<file path="src/rtl/map_seq_pkg.sv">
// Shared types for the map sequencer: FSM state encoding, winner codes and
// the score-compare helper used when a finished map is captured.
package map_seq_pkg;

  typedef enum logic [2:0] {
    ST_LOAD    = 3'd0,
    ST_SETTLE  = 3'd1,
    ST_ARMED   = 3'd2,
    ST_CAPTURE = 3'd3,
    ST_CLEAR   = 3'd4,
    ST_DONE    = 3'd5
  } map_seq_state_t;

  localparam logic [1:0] WIN_NONE = 2'b00;
  localparam logic [1:0] WIN_BOT1 = 2'b01;
  localparam logic [1:0] WIN_BOT2 = 2'b10;
  localparam logic [1:0] WIN_TIE  = 2'b11;

  // A bot scored if its BCD byte moved since the arm-time snapshot.
  function automatic logic [1:0] win_code(input logic [15:0] now_v, input logic [15:0] snap_v);
    logic [1:0] code_v;
    code_v = WIN_NONE;
    if (now_v[15:8] != snap_v[15:8]) begin
      code_v = code_v | WIN_BOT1;
    end else begin
      code_v = code_v;
    end
    if (now_v[7:0] != snap_v[7:0]) begin
      code_v = code_v | WIN_BOT2;
    end else begin
      code_v = code_v;
    end
    return code_v;
  endfunction

endpackage

</file>
<file path="src/rtl/edge_sync.sv">
// Two-flop synchronizer for an asynchronous level, plus a rising-edge strobe
// taken from the synchronized value and its previous sample.
module edge_sync (
  input  logic clk,
  input  logic rst,
  input  logic din,
  output logic rise
);

  logic meta_d, meta_q;
  logic sync_d, sync_q;
  logic prev_d, prev_q;

  // Next-state of the synchronizer chain.
  always_comb begin
    meta_d = din;
    sync_d = meta_q;
    prev_d = sync_q;
  end

  // Synchronizer and history flops.
  always_ff @(posedge clk or posedge rst) begin
    if (rst) begin
      meta_q <= 1'b0;
      sync_q <= 1'b0;
      prev_q <= 1'b0;
    end else begin
      meta_q <= meta_d;
      sync_q <= sync_d;
      prev_q <= prev_d;
    end
  end

  assign rise = sync_q & ~prev_q;

endmodule

</file>
<file path="src/rtl/map_sequencer.sv">
// Race-flow controller: loads maps, waits for the finish flag, scores the
// winner and re-arms the scoreboard. MAP_SEQ_WRAP_EN restarts the rotation.
module map_sequencer
  import map_seq_pkg::*;
#(
  parameter int NUM_MAPS      = 4,
  parameter int CLR_CYCLES    = 4,
  parameter int SETTLE_CYCLES = 1_000_000
) (
  input  logic                        clk,
  input  logic                        map_rst,
  input  logic                        map_change,
  input  logic [15:0]                 score,
  input  logic                        bot_ready,
  output logic [$clog2(NUM_MAPS)-1:0] map_sel,
  output logic                        map_load,
  output logic                        flag_clr,
  output logic                        race_active,
  output logic [1:0]                  winner,
  output logic                        race_done
);

  localparam int SEL_W   = $clog2(NUM_MAPS);
  localparam int CNT_MAX = (SETTLE_CYCLES > CLR_CYCLES) ? SETTLE_CYCLES : CLR_CYCLES;
  localparam int CNT_W   = $clog2(CNT_MAX + 1);

  localparam logic [CNT_W-1:0] SETTLE_LAST = CNT_W'(SETTLE_CYCLES - 1);
  localparam logic [CNT_W-1:0] CLR_LAST    = CNT_W'(CLR_CYCLES - 1);
  localparam logic [SEL_W-1:0] SEL_LAST    = SEL_W'(NUM_MAPS - 1);

  map_seq_state_t   state_d, state_q;
  logic [CNT_W-1:0] cnt_d, cnt_q;
  logic [SEL_W-1:0] map_sel_d, map_sel_q;
  logic [15:0]      score_s1_d, score_s1_q;
  logic [15:0]      score_s2_d, score_s2_q;
  logic [15:0]      score_snap_d, score_snap_q;
  logic [1:0]       winner_d, winner_q;
  logic             map_load_d, map_load_q;
  logic             flag_clr_d, flag_clr_q;
  logic             race_active_d, race_active_q;
  logic             race_done_d, race_done_q;
  logic             done_pulse_s;
  logic             chg_rise_s;

  edge_sync u_chg_sync (
    .clk  (clk),
    .rst  (map_rst),
    .din  (map_change),
    .rise (chg_rise_s)
  );

  // Next-state, counter, map index, capture and output decode.
  always_comb begin
    state_d      = state_q;
    map_sel_d    = map_sel_q;
    winner_d     = winner_q;
    done_pulse_s = 1'b0;
    score_s1_d   = score;
    score_s2_d   = score_s1_q;

    case (state_q)
      ST_LOAD: begin
        // Request is raised first; the acknowledge only counts once it is out.
        if (map_load_q && bot_ready) begin
          state_d = ST_SETTLE;
        end else begin
          state_d = ST_LOAD;
        end
      end
      ST_SETTLE: begin
        if (cnt_q == SETTLE_LAST) begin
          state_d = ST_ARMED;
        end else begin
          state_d = ST_SETTLE;
        end
      end
      ST_ARMED: begin
        if (chg_rise_s) begin
          state_d = ST_CAPTURE;
        end else begin
          state_d = ST_ARMED;
        end
      end
      ST_CAPTURE: begin
        winner_d = win_code(score_s2_q, score_snap_q);
        state_d  = ST_CLEAR;
      end
      ST_CLEAR: begin
        if (cnt_q != CLR_LAST) begin
          state_d = ST_CLEAR;
        end else if (map_sel_q != SEL_LAST) begin
          map_sel_d = map_sel_q + SEL_W'(1);
          state_d   = ST_LOAD;
        end else begin
`ifdef MAP_SEQ_WRAP_EN
          map_sel_d    = {SEL_W{1'b0}};
          done_pulse_s = 1'b1;
          state_d      = ST_LOAD;
`else
          state_d      = ST_DONE;
`endif
        end
      end
      ST_DONE: begin
        state_d = ST_DONE;
      end
      default: begin
        state_d = ST_LOAD;
      end
    endcase

    cnt_d = ((state_d == state_q) && ((state_q == ST_SETTLE) || (state_q == ST_CLEAR)))
            ? cnt_q + CNT_W'(1) : {CNT_W{1'b0}};

    if ((state_d == ST_ARMED) && (state_q != ST_ARMED)) begin
      score_snap_d = score_s2_q;
    end else begin
      score_snap_d = score_snap_q;
    end

    map_load_d    = (state_d == ST_LOAD);
    flag_clr_d    = (state_d == ST_CLEAR);
    race_active_d = (state_d == ST_ARMED);
    race_done_d   = (state_d == ST_DONE) | done_pulse_s;
  end

  // All state and registered outputs.
  always_ff @(posedge clk or posedge map_rst) begin
    if (map_rst) begin
      state_q       <= ST_LOAD;
      cnt_q         <= {CNT_W{1'b0}};
      map_sel_q     <= {SEL_W{1'b0}};
      score_s1_q    <= 16'h0000;
      score_s2_q    <= 16'h0000;
      score_snap_q  <= 16'h0000;
      winner_q      <= WIN_NONE;
      map_load_q    <= 1'b0;
      flag_clr_q    <= 1'b0;
      race_active_q <= 1'b0;
      race_done_q   <= 1'b0;
    end else begin
      state_q       <= state_d;
      cnt_q         <= cnt_d;
      map_sel_q     <= map_sel_d;
      score_s1_q    <= score_s1_d;
      score_s2_q    <= score_s2_d;
      score_snap_q  <= score_snap_d;
      winner_q      <= winner_d;
      map_load_q    <= map_load_d;
      flag_clr_q    <= flag_clr_d;
      race_active_q <= race_active_d;
      race_done_q   <= race_done_d;
    end
  end

  assign map_sel     = map_sel_q;
  assign map_load    = map_load_q;
  assign flag_clr    = flag_clr_q;
  assign race_active = race_active_q;
  assign winner      = winner_q;
  assign race_done   = race_done_q;

endmodule

</file>
<file path="config.mk">
export PLATFORM = sky130hd
export DESIGN_NAME = map_sequencer
export DESIGN_NICKNAME = d
export VERILOG_FILES = /design/src/rtl/map_seq_pkg.sv /design/src/rtl/edge_sync.sv /design/src/rtl/map_sequencer.sv
export SDC_FILE = /design/constraint.sdc
export NUM_CORES = 1
export LEC_CHECK = 0
export CORE_MARGIN = 8
export CORE_UTILIZATION = 40
export DETAILED_ROUTE_END_ITERATION = 10
export DONT_BUFFER_PORTS = 1
export PLACE_DENSITY = 0.65
export SLEW_MARGIN = 0
export SYNTH_ARGS = -nofsm -noshare
export SYNTH_HDL_FRONTEND = slang
export SYNTH_SLANG_ARGS = --single-unit
export TNS_END_PERCENT = 1
</file>
<file path="constraint.sdc">
create_clock -name clk -period 6.2 [get_ports clk]
set_input_delay 1.24 -clock clk [delete_from_list [all_inputs] [get_ports clk]]
set_output_delay 1.24 -clock clk [all_outputs]
set_load 0.02 [all_outputs]
</file>
Word level (Yosys, flattened, before mapping)
Cells that the tools add are included.
Storage, ports and cells
  word-level logic and storage cells: 50
  output and inout port bits: 8
  register bits: 82
Operators by class
  bitwise logic cells: 3
  reduce and logical (&&, ||, !) cells: 7
  add/sub/neg operators: 2
  muxes and demuxes: 9
  equality and inequality tests: 15
Operators by type and width (count)
  $add 20x1->20 const B: 1
  $eq 20x20->1 const B: 1
  $mux 20: 1
  $ne 20x2->1 const B: 1
  $pmux 3 s6: 1
  $ne 8x8->1: 2
  $eq 3x3->1 const B: 4
  $eq 3x2->1 const B: 3
  $logic_not 3->1: 2
  $mux 3: 2
  $mux 2: 2
  $eq 3x1->1 const B: 1
  $eq 3x3->1: 1
  $logic_and 1x1->1: 3
  $mux 1: 3
  $ne 3x2->1 const B: 1
  $reduce_and 3->1: 1
  $add 2x1->2 const B: 1
  $ne 2x2->1 const B: 1
  $not 1->1: 2
  $and 1x1->1: 1
  $logic_or 1x1->1: 1

Longest topological paths before layout
Gate-level depths: netlist of the first run.
  word-level depth: 7
  depth in mapped cells: 7
  gate-level depth less buffers: 5

Cells and area by module
From an unflattened synthesis of the first run, not the netlist that was laid out.
Unflattened totals
  cell total of the unflattened synthesis: 246
  area, all modules: 3211.8 um^2
By module, submodules not included
  map_sequencer: cells each 241, times used 1, seq. area each 1976.9 um^2, area each 3119.2 um^2
  edge_sync: cells each 5, times used 1, seq. area each 75.1 um^2, area each 92.6 um^2

Least setup slack after synthesis of the first run
OpenSTA, ideal clock, no wires.
  kind: register to register
  start: register cnt_q[7]
  end: register score_snap_q[0]
  arrival time: 1.896 ns
  clock period less this slack: 2.021 ns
  required time: 6.075 ns
  stages on the path, launching flop included: 8
  slack: 4.179 ns
  setup time: 0.125 ns
  cells stage by stage: dfrtp_1 buf_6 nor4_2 nand2_1 or4_4 buf_6 buf_12 mux2_4
Between the ends
  word-level cells in the longest chain between the ends: 5
  elaborated cells between the ends (all ways): 7
  those cells by class: eq/ne (3); mux (3); reduce/logical (1)
Ends and longest elaborated chain
  start, declared: RTL line map_sequencer.sv:32  | logic [CNT_W-1:0] cnt_d, cnt_q;
  start signal, assigned: RTL line map_sequencer.sv:131  | cnt_q <= {CNT_W{1'b0}};
  start signal, assigned: RTL line map_sequencer.sv:143  | cnt_q <= cnt_d;
  $ne 20x2->1 or $eq 20x20->1 (tied branches): RTL line map_sequencer.sv:89, map_sequencer.sv:71
  $mux 3 or $mux 2 (tied branches): RTL line map_sequencer.sv:89, map_sequencer.sv:71
  $pmux 3 s6 *: RTL line map_sequencer.sv:61  | case (state_q)
  $eq 3x2->1 *: RTL line map_sequencer.sv:115  | if ((state_d == ST_ARMED) && (state_q != ST_ARMED)) begin
  $logic_and 1x1->1 *: RTL line map_sequencer.sv:115
  end signal, assigned: RTL line map_sequencer.sv:147  | score_snap_q <= score_snap_d;
  end, declared: RTL line map_sequencer.sv:36  | logic [15:0] score_snap_d, score_snap_q;
Every way passes the cells marked *; elsewhere a longest branch is shown, timed or not.
A chain may end at the register's enable or synchronous reset.

Worst setup path after layout of the first run
  start: register cnt_q[0]
  end: register cnt_q[1]
Between the ends
  word-level cells in the longest chain between the ends: 6
  elaborated cells between the ends (all ways): 9
  those cells by class: add/sub (1); eq/ne (3); mux (4); reduce/logical (1)
Ends and longest elaborated chain
  $ne 20x2->1 or $eq 20x20->1 (tied branches): RTL line map_sequencer.sv:89, map_sequencer.sv:71
  $mux 3 or $mux 2 (tied branches): RTL line map_sequencer.sv:89, map_sequencer.sv:71
  $pmux 3 s6: RTL line map_sequencer.sv:61
  $eq 3x3->1: RTL line map_sequencer.sv:112  | cnt_d = ((state_d == state_q) && ((state_q == ST_SETTLE) || (state_q == ST_CLEAR)))
  $logic_and 1x1->1: RTL line map_sequencer.sv:112
  $mux 20 *: RTL line map_sequencer.sv:113  | ? cnt_q + CNT_W'(1) : {CNT_W{1'b0}};
  named net cnt_d[1]: RTL line map_sequencer.sv:32
Mark *: on every way through the listed nets, which the timed path passes. The rest lies on a longest branch.

==> out/qor.txt, run 1 <==
largest net degree at the start of global routing = 83
initial antenna violation count = 0
maximum vdd drop = 0.122 mV
Placer Congestion = 0.826
status = complete, no violations
Starting Density = 40.9%
Post-DP HPWL = 3590 µm
Seq/Total Area, Yosys = 61.4%
simple-gate share of the synthesized area = 13.0%
ratio of cells with drive above 1 in the final layout = 17.2%
crit path max fanout = 14
unrepaired setup endpoints after global routing = false
Clock Skews = 0.0118 ns
Hold Fails Final Rpt = 0
first-pass GRT wire length = 9320 µm
htree depth = 3
CP top delay family = simple AND/OR/NAND/NOR gates
post-synthesis cell type count = 45
All-Layer GR Usage = 10.3%
total power = 0.917 mW
crit start category = flip-flop
area delta synth->final = 7.75%
vias in the first global route = 1878
Synth Area in Compound Gates = 7.64%
Mapped Area = 3340 µm²
commonest register cell after synthesis = dfrtp_1
clock latency on the worst-skew pair = 0.36 ns
Cells after Synth = 252
Hold WC Path Type = flip-flop to flip-flop
kind of critical path = flip-flop to flip-flop
Row Count = 33
slowest stage delay, CP = 0.52 ns
Post-synth ARST share = 100%
setup tns final = 0 ns
core box area = 8180 µm²
die extent in x = 107 µm
mean post-synth cell area = 13.3 µm²
power per cell area = 255 nW/µm²
fin util = 44.0%
initial drt markers = 122
post-route ant nets = 0
CTS root buf = clkbuf_8
CTS Buf Count = 9
Yosys Warn Count = 0
# hold bufs at CTS = 0
Pleak = 1.61 nW
fin cells = 367
worst path cell trace = ha_1 -> nor4b_1 -> nand3_1 -> o21bai_1 -> buf_4 -> a21boi_0
full die area = 11500 µm²
fin crit share = 39.0%
drt pass-1 iters = 4
Via Count = 1938
Slew headroom = 33.3%
Bufs on Longest Clock Path = 2
fin nets = 279
residual DRC count = 0
post-synthesis mux area share = 6.85%
measured slew at the worst slew-check pin = 1.00 ns
DR WL/cell = 15.0 µm
setup ws final = 3.78 ns
Tmin final = 2.42 ns
Crit-path slowest cell = o21bai_1
CTS tree = built
dpl ws = 3.86 ns
Setup Buffers After CTS = 0
CP required = 6.44 ns
GR Overflow Total = 0
final setup violating endpoints = 0
DIE HEIGHT = 107 µm
vias per cell = 5.28
largest family of logic cells by synthesized area = simple AND/OR/NAND/NOR gates
I/O pin total = 28
CP arrival = 2.65 ns
Routed WL = 5500 µm
IO Port Bufs = 0
syn nets = 274
post-synthesis xor/xnor area fraction = 7.60%
TritonCTS Sinks = 82
FF+latch count, synth = 82
Max Fclk = 414 MHz
Synth Area in Adders = 0.749%
EDFF count, synth = 0
Antenna Cells = 0
WP buf/inv = 1
CP Capture Type = flip-flop
placed cell count = 351
Final Max Slew Viols = 0
Max-cap violations = 0
clock slew at reported path FFs = 0.09 ns
Post-CTS Resized = 0
## cells by family after synthesis
family | after synthesis
flops | 82
simple gates | 71
compound gates | 39
fa+ha+maj | 2
xor+xnor | 29
buf+inv | 12
mux | 17
## registers in the layout (all words and copies together) (netlist names)
signal and cells:
winner 2, state_q 3, u_chg_sync.prev_d 1, race_done 1, u_chg_sync.prev_q 1, race_active 1, u_chg_sync.meta_q 1, map_load 1
flag_clr 1, map_sel 2, cnt_q 20, score_s1_q 16, score_s2_q 16, score_snap_q 16
## through the flow
stage                     hold slack, ns  instance area, µm²
after detailed placement           0.335                3420
after floorplan                    0.331                3340
after CTS                          0.357                3600
after global placement             0.333                3420
final                              0.349                3600
after global routing               0.361                3600
## Yosys cell counts (2+ instances only)
cell type	number	area share [%]
o21ai_0	6	0.90
nand3b_1	3	0.67
nor3_1	4	0.60
nand2_1	10	1.1
and4_1	3	0.79
mux2_4	10	4.5
and3_1	2	0.37
o21a_1	2	0.45
nand4_1	10	1.9
dfrtp_1	82	61
nor2_1	5	0.56
xor2_1	10	2.6
nand3_1	11	1.6
a21oi_1	13	1.9
a22oi_1	6	1.3
ha_1	2	0.75
nand2b_1	3	0.56
o31ai_1	4	0.90
xnor2_1	19	5.0
or4_1	4	0.90
nor4_2	2	0.75
inv_1	3	0.34
nor4_1	3	0.56
or3_1	2	0.37
buf_6	4	1.3
mux2_2	7	2.4
clkbuf_1	4	0.45
## power breakdown
group,total [mW],internal [mW],switching (mW)
registers,0.551,0.546,0.00528
clock network,0.350,0.150,0.200
logic,0.0158,0.00434,0.0115
## final timing paths
| kind | start | cells after the start | slack [ns] | to |
|---|---|---|---|---|
| worst min register to register | score_s1_q[7] | 0 | 0.35 | score_s2_q[7] |
| max in group asynchronous | map_rst | 2 | 4.49 | score_snap_q[0] |
| worst max register to register | cnt_q[0] | 6 | 3.78 | cnt_q[1] |
| min in group asynchronous | map_rst | 2 | 1.08 | score_s1_q[8] |
| worst min-delay path | score_s1_q[7] | 0 | 0.35 | score_s2_q[7] |
| worst max-delay path | cnt_q[0] | 6 | 3.78 | cnt_q[1] |
## cells in the final DEF, fill, tap and decap left out, drive strengths merged, types with 4 or more instances in the layout
master	netlist	final
nand2	11	11
nor3	4	4
inv	3	4
mux2	17	17
a22oi	6	6
xor2	10	10
a21oi	13	13
o21ai	6	6
nor4	5	5
dfrtp	82	82
nand4	10	10
clkbuf	4	10
xnor2	19	19
nand3	11	11
nor2	5	5
o31ai	4	4
or4	5	5
## layer usage
layer | GRT usage, % | wire, µm
met5 | 0 | 0
met4 | 4.76 | 80
met3 | 3.71 | 255
met1 | 13.6 | 2650
met2 | 14.6 | 2520
## final cells by class
type	instances	area, µm²
Fill cell	744	4570
Sequential cell	82	2050
Multi-Input combinational cell	158	1200
Tap cell	105	131
Clock buffer	10	128
Clock inverter	6	51.3
Timing Repair Buffer	3	22.5
Inverter	3	12.5
## worst register-to-register path, cell delays in order, from the launching register on
cell      delay [ns]
dfrtp_1         0.43
ha_1            0.32
nor4b_1         0.42
nand3_1         0.20
o21bai_1        0.52
buf_4           0.30
a21boi_0        0.11
(Power assumes the default switching activity.)
==> run 2: changes to the inputs <==
==> constraint.sdc (replaced) <==
create_clock -name clk -period 2.5 [get_ports clk]
set_input_delay 0.5 -clock clk [delete_from_list [all_inputs] [get_ports clk]]
set_output_delay 0.5 -clock clk [all_outputs]
set_load 0.02 [all_outputs]
==> run 2 against run 1 <==
Critical path depth fell by 1. Via count rose by 0.83%. Clock skew barely moved. Global-route usage rose by 0.78 points. Register-to-register slack got worse by 3.5 ns. Non-clock buffer count rose by 3. Critical path type unchanged. Final cell count rose by 0.82%.
==> out/qor.txt, run 2 (synthesis gave the netlist of run 1 again) <==
status = complete, no violations
residual DRC count = 0 (unchanged)
crit path max fanout = 6 (-8)
Slew headroom = 49.9% (+17 points)
post-route ant nets = 0 (unchanged)
Hold Slack = 0.138 ns (-0.211 ns)
CTS Buf Count = 9 (unchanged)
Hold WC Path Type = input pin to async pin
Final Max Slew Viols = 0 (unchanged)
CP required = 2.74 ns (-3.70 ns)
most frequent cells in the layout = dfrtp_1, xnor2_1, a21oi_1
largest net degree at the start of global routing = 36 (-57%)
area delta synth->final = 10.6%
Starting Density = 40.9% (unchanged)
power per cell area = 678 nW/µm² (+170%)
die extent in x = 107 µm (unchanged)
DIE HEIGHT = 107 µm (unchanged)
final setup violating endpoints = 0 (unchanged)
Antenna Cells = 0 (unchanged)
max reg flops = 20 (unchanged)
measured slew at the worst slew-check pin = 0.751 ns (-0.250 ns)
I/O pin total = 28 (unchanged)
sw frac = 20.6% (-3.0 points)
kind of critical path = flip-flop to flip-flop
core box area = 8180 µm² (unchanged)
CP Capture Type = flip-flop
CP arrival = 2.44 ns (-0.21 ns)
Max Fclk = 453 MHz (+9.6%)
most flop-heavy register = cnt_q
Via Count = 1954 (+0.83%)
Reg power frac = 54.5% (-5.6 points)
Placer Congestion = 0.774 (-6.4%)
DR top layer = met4
htree depth = 3 (unchanged)
Pleak = 1.66 nW (+3.1%)
initial antenna violation count = 0 (unchanged)
DR WL/cell = 15.6 µm (+4.2%)
most common cell after layout, fill and taps aside = dfrtp_1
# hold bufs at CTS = 0 (unchanged)
clock latency on the worst-skew pair = 0.35 ns (about the same)
Post-DP HPWL = 3970 µm (+11%)
internal power = 1.99 mW (+180%)
Max-cap violations = 0 (unchanged)
Clock Skews = 0.0116 ns (-0.000268 ns)
CTS tree = built
Setup Buffers After CTS = 0 (unchanged)
met2 wire length = 2780 µm (+10%)
full die area = 11500 µm² (unchanged)
IO Port Bufs = 0 (unchanged)
Layout fillers = 742 (-0.27%)
CTS root buf = clkbuf_8
WP buf/inv = 0 (-1)
vias per cell = 5.28 (about the same)
unrepaired setup endpoints after global routing = false
first-pass GRT wire length = 10000 µm (+7.8%)
DRT met1 WL = 2640 µm (-0.15%)
setup tns final = 0 ns (unchanged)
Switch Pwr = 0.517 mW (+140%)
clock slew at reported path FFs = 0.08 ns (about the same)
Tmin final = 2.21 ns (-0.211 ns)
slowest stage delay, CP = 0.44 ns (-0.08 ns)
All-Layer GR Usage = 11.0% (+0.78 points)
vias in the first global route = 2106 (+12%)
crit start category = flip-flop
Post-CTS Resized = 0 (unchanged)
drt pass-1 iters = 4 (unchanged)
Reg2Reg Depth = 5 (-1)
WP depth = 5 (-1)
Routed WL = 5780 µm (+5.1%)
GR Overflow Total = 0 (unchanged)
Crit-path slowest cell = dfrtp_1
Row Count = 33 (unchanged)
ratio of cells with drive above 1 in the final layout = 18.5% (+1.3 points)
fin nets = 282 (+1.1%)
maximum vdd drop = 0.346 mV (+180%)
power share of the clock group = 43.7% (+5.5 points)
Hold Fails Final Rpt = 0 (unchanged)
CP top delay family = simple AND/OR/NAND/NOR gates
met3 routed WL = 232 µm (-9.0%)
TritonCTS Sinks = 82 (unchanged)
fin crit share = 88.2% (+49 points)
worst path cell trace = ha_1 -> nor4b_1 -> nand4_1 -> nor4_1 -> mux2_2
Bufs on Longest Clock Path = 2 (unchanged)
initial drt markers = 124 (+1.6%)
fin util = 45.2% (+1.2 points)
combinational power share = 1.8% (about the same)
[run 2: stage by stage]
step | std cells | power (mW) | setup slack [ns] | area (µm²)
global route | 370 | 2.61 | 0.0785 | 3700
detailed placement | 354 | 1.44 | 0.298 | 3460
finish | 370 | 2.51 | 0.294 | 3700
floorplan | 252 | 1.42 | 0.479 | 3350
CTS | 370 | 2.55 | 0.289 | 3700
global placement | 354 | 1.44 | 0.320 | 3460
[run 2: final cells by class]
cell class,instances,area (µm²),area share [%]
sequential,82,2050,55.5
clock inverter,5,85.1,2.30
inverter,3,15.0,0.406
timing repair buffer,6,57.6,1.56
tap,105,131,3.55
multi-input combinational,158,1200,32.6
clock buffer,11,151,4.10
[run 2: worst reg2reg max path, cell delays in order, from the launching register on]
cell     delay (ns)
dfrtp_1        0.44
ha_1           0.33
nor4b_1        0.38
nand4_1        0.14
nor4_1         0.43
mux2_2         0.39
[run 2: per-layer routing]
layer / up-vias / track usage [%]
met5: - / 0
met4: 0 / 6.34
met3: 11 / 3.17
met2: 48 / 16.9
met1: 974 / 13.7
li1: 921 / -
[run 2: final timing paths]
| check | slack [ns] | to | start |
|---|---|---|---|
| max | 0.29 | map_sel[1] | cnt_q[0] |
| min reg2reg | 0.35 | score_s2_q[7] | score_s1_q[7] |
| max reg2reg | 0.29 | map_sel[1] | cnt_q[0] |
| max in group asynchronous | 1.72 | cnt_q[0] | map_rst |
| min | 0.14 | score_s1_q[10] | map_rst |
| min in group clk | 0.17 | score_s1_q[5] | score[5] |
[run 2: power by group through the flow]
| stage | sequential (mW) | clock, mW | combinational (mW) |
|---|---|---|---|
| 2_1_floorplan | 1.39 | 0 | 0.0321 |
| 3_3_place_gp | 1.39 | 0 | 0.0460 |
| 3_5_place_dp | 1.39 | 0 | 0.0470 |
| 4_1_cts | 1.37 | 1.13 | 0.0471 |
| 5_1_grt | 1.37 | 1.19 | 0.0523 |
| 6_report | 1.37 | 1.10 | 0.0446 |
==> run 3: changes to the inputs <==
--- a/config.mk
+++ b/config.mk
@@ -5,6 +5,7 @@
 export SDC_FILE = /design/constraint.sdc
 export NUM_CORES = 1
 export LEC_CHECK = 0
+export CAP_MARGIN = 30
 export CORE_MARGIN = 8
 export CORE_UTILIZATION = 40
 export DETAILED_ROUTE_END_ITERATION = 10
==> results of run 3 <==
Final layout, timing and power as in run 2 (identical DEF).
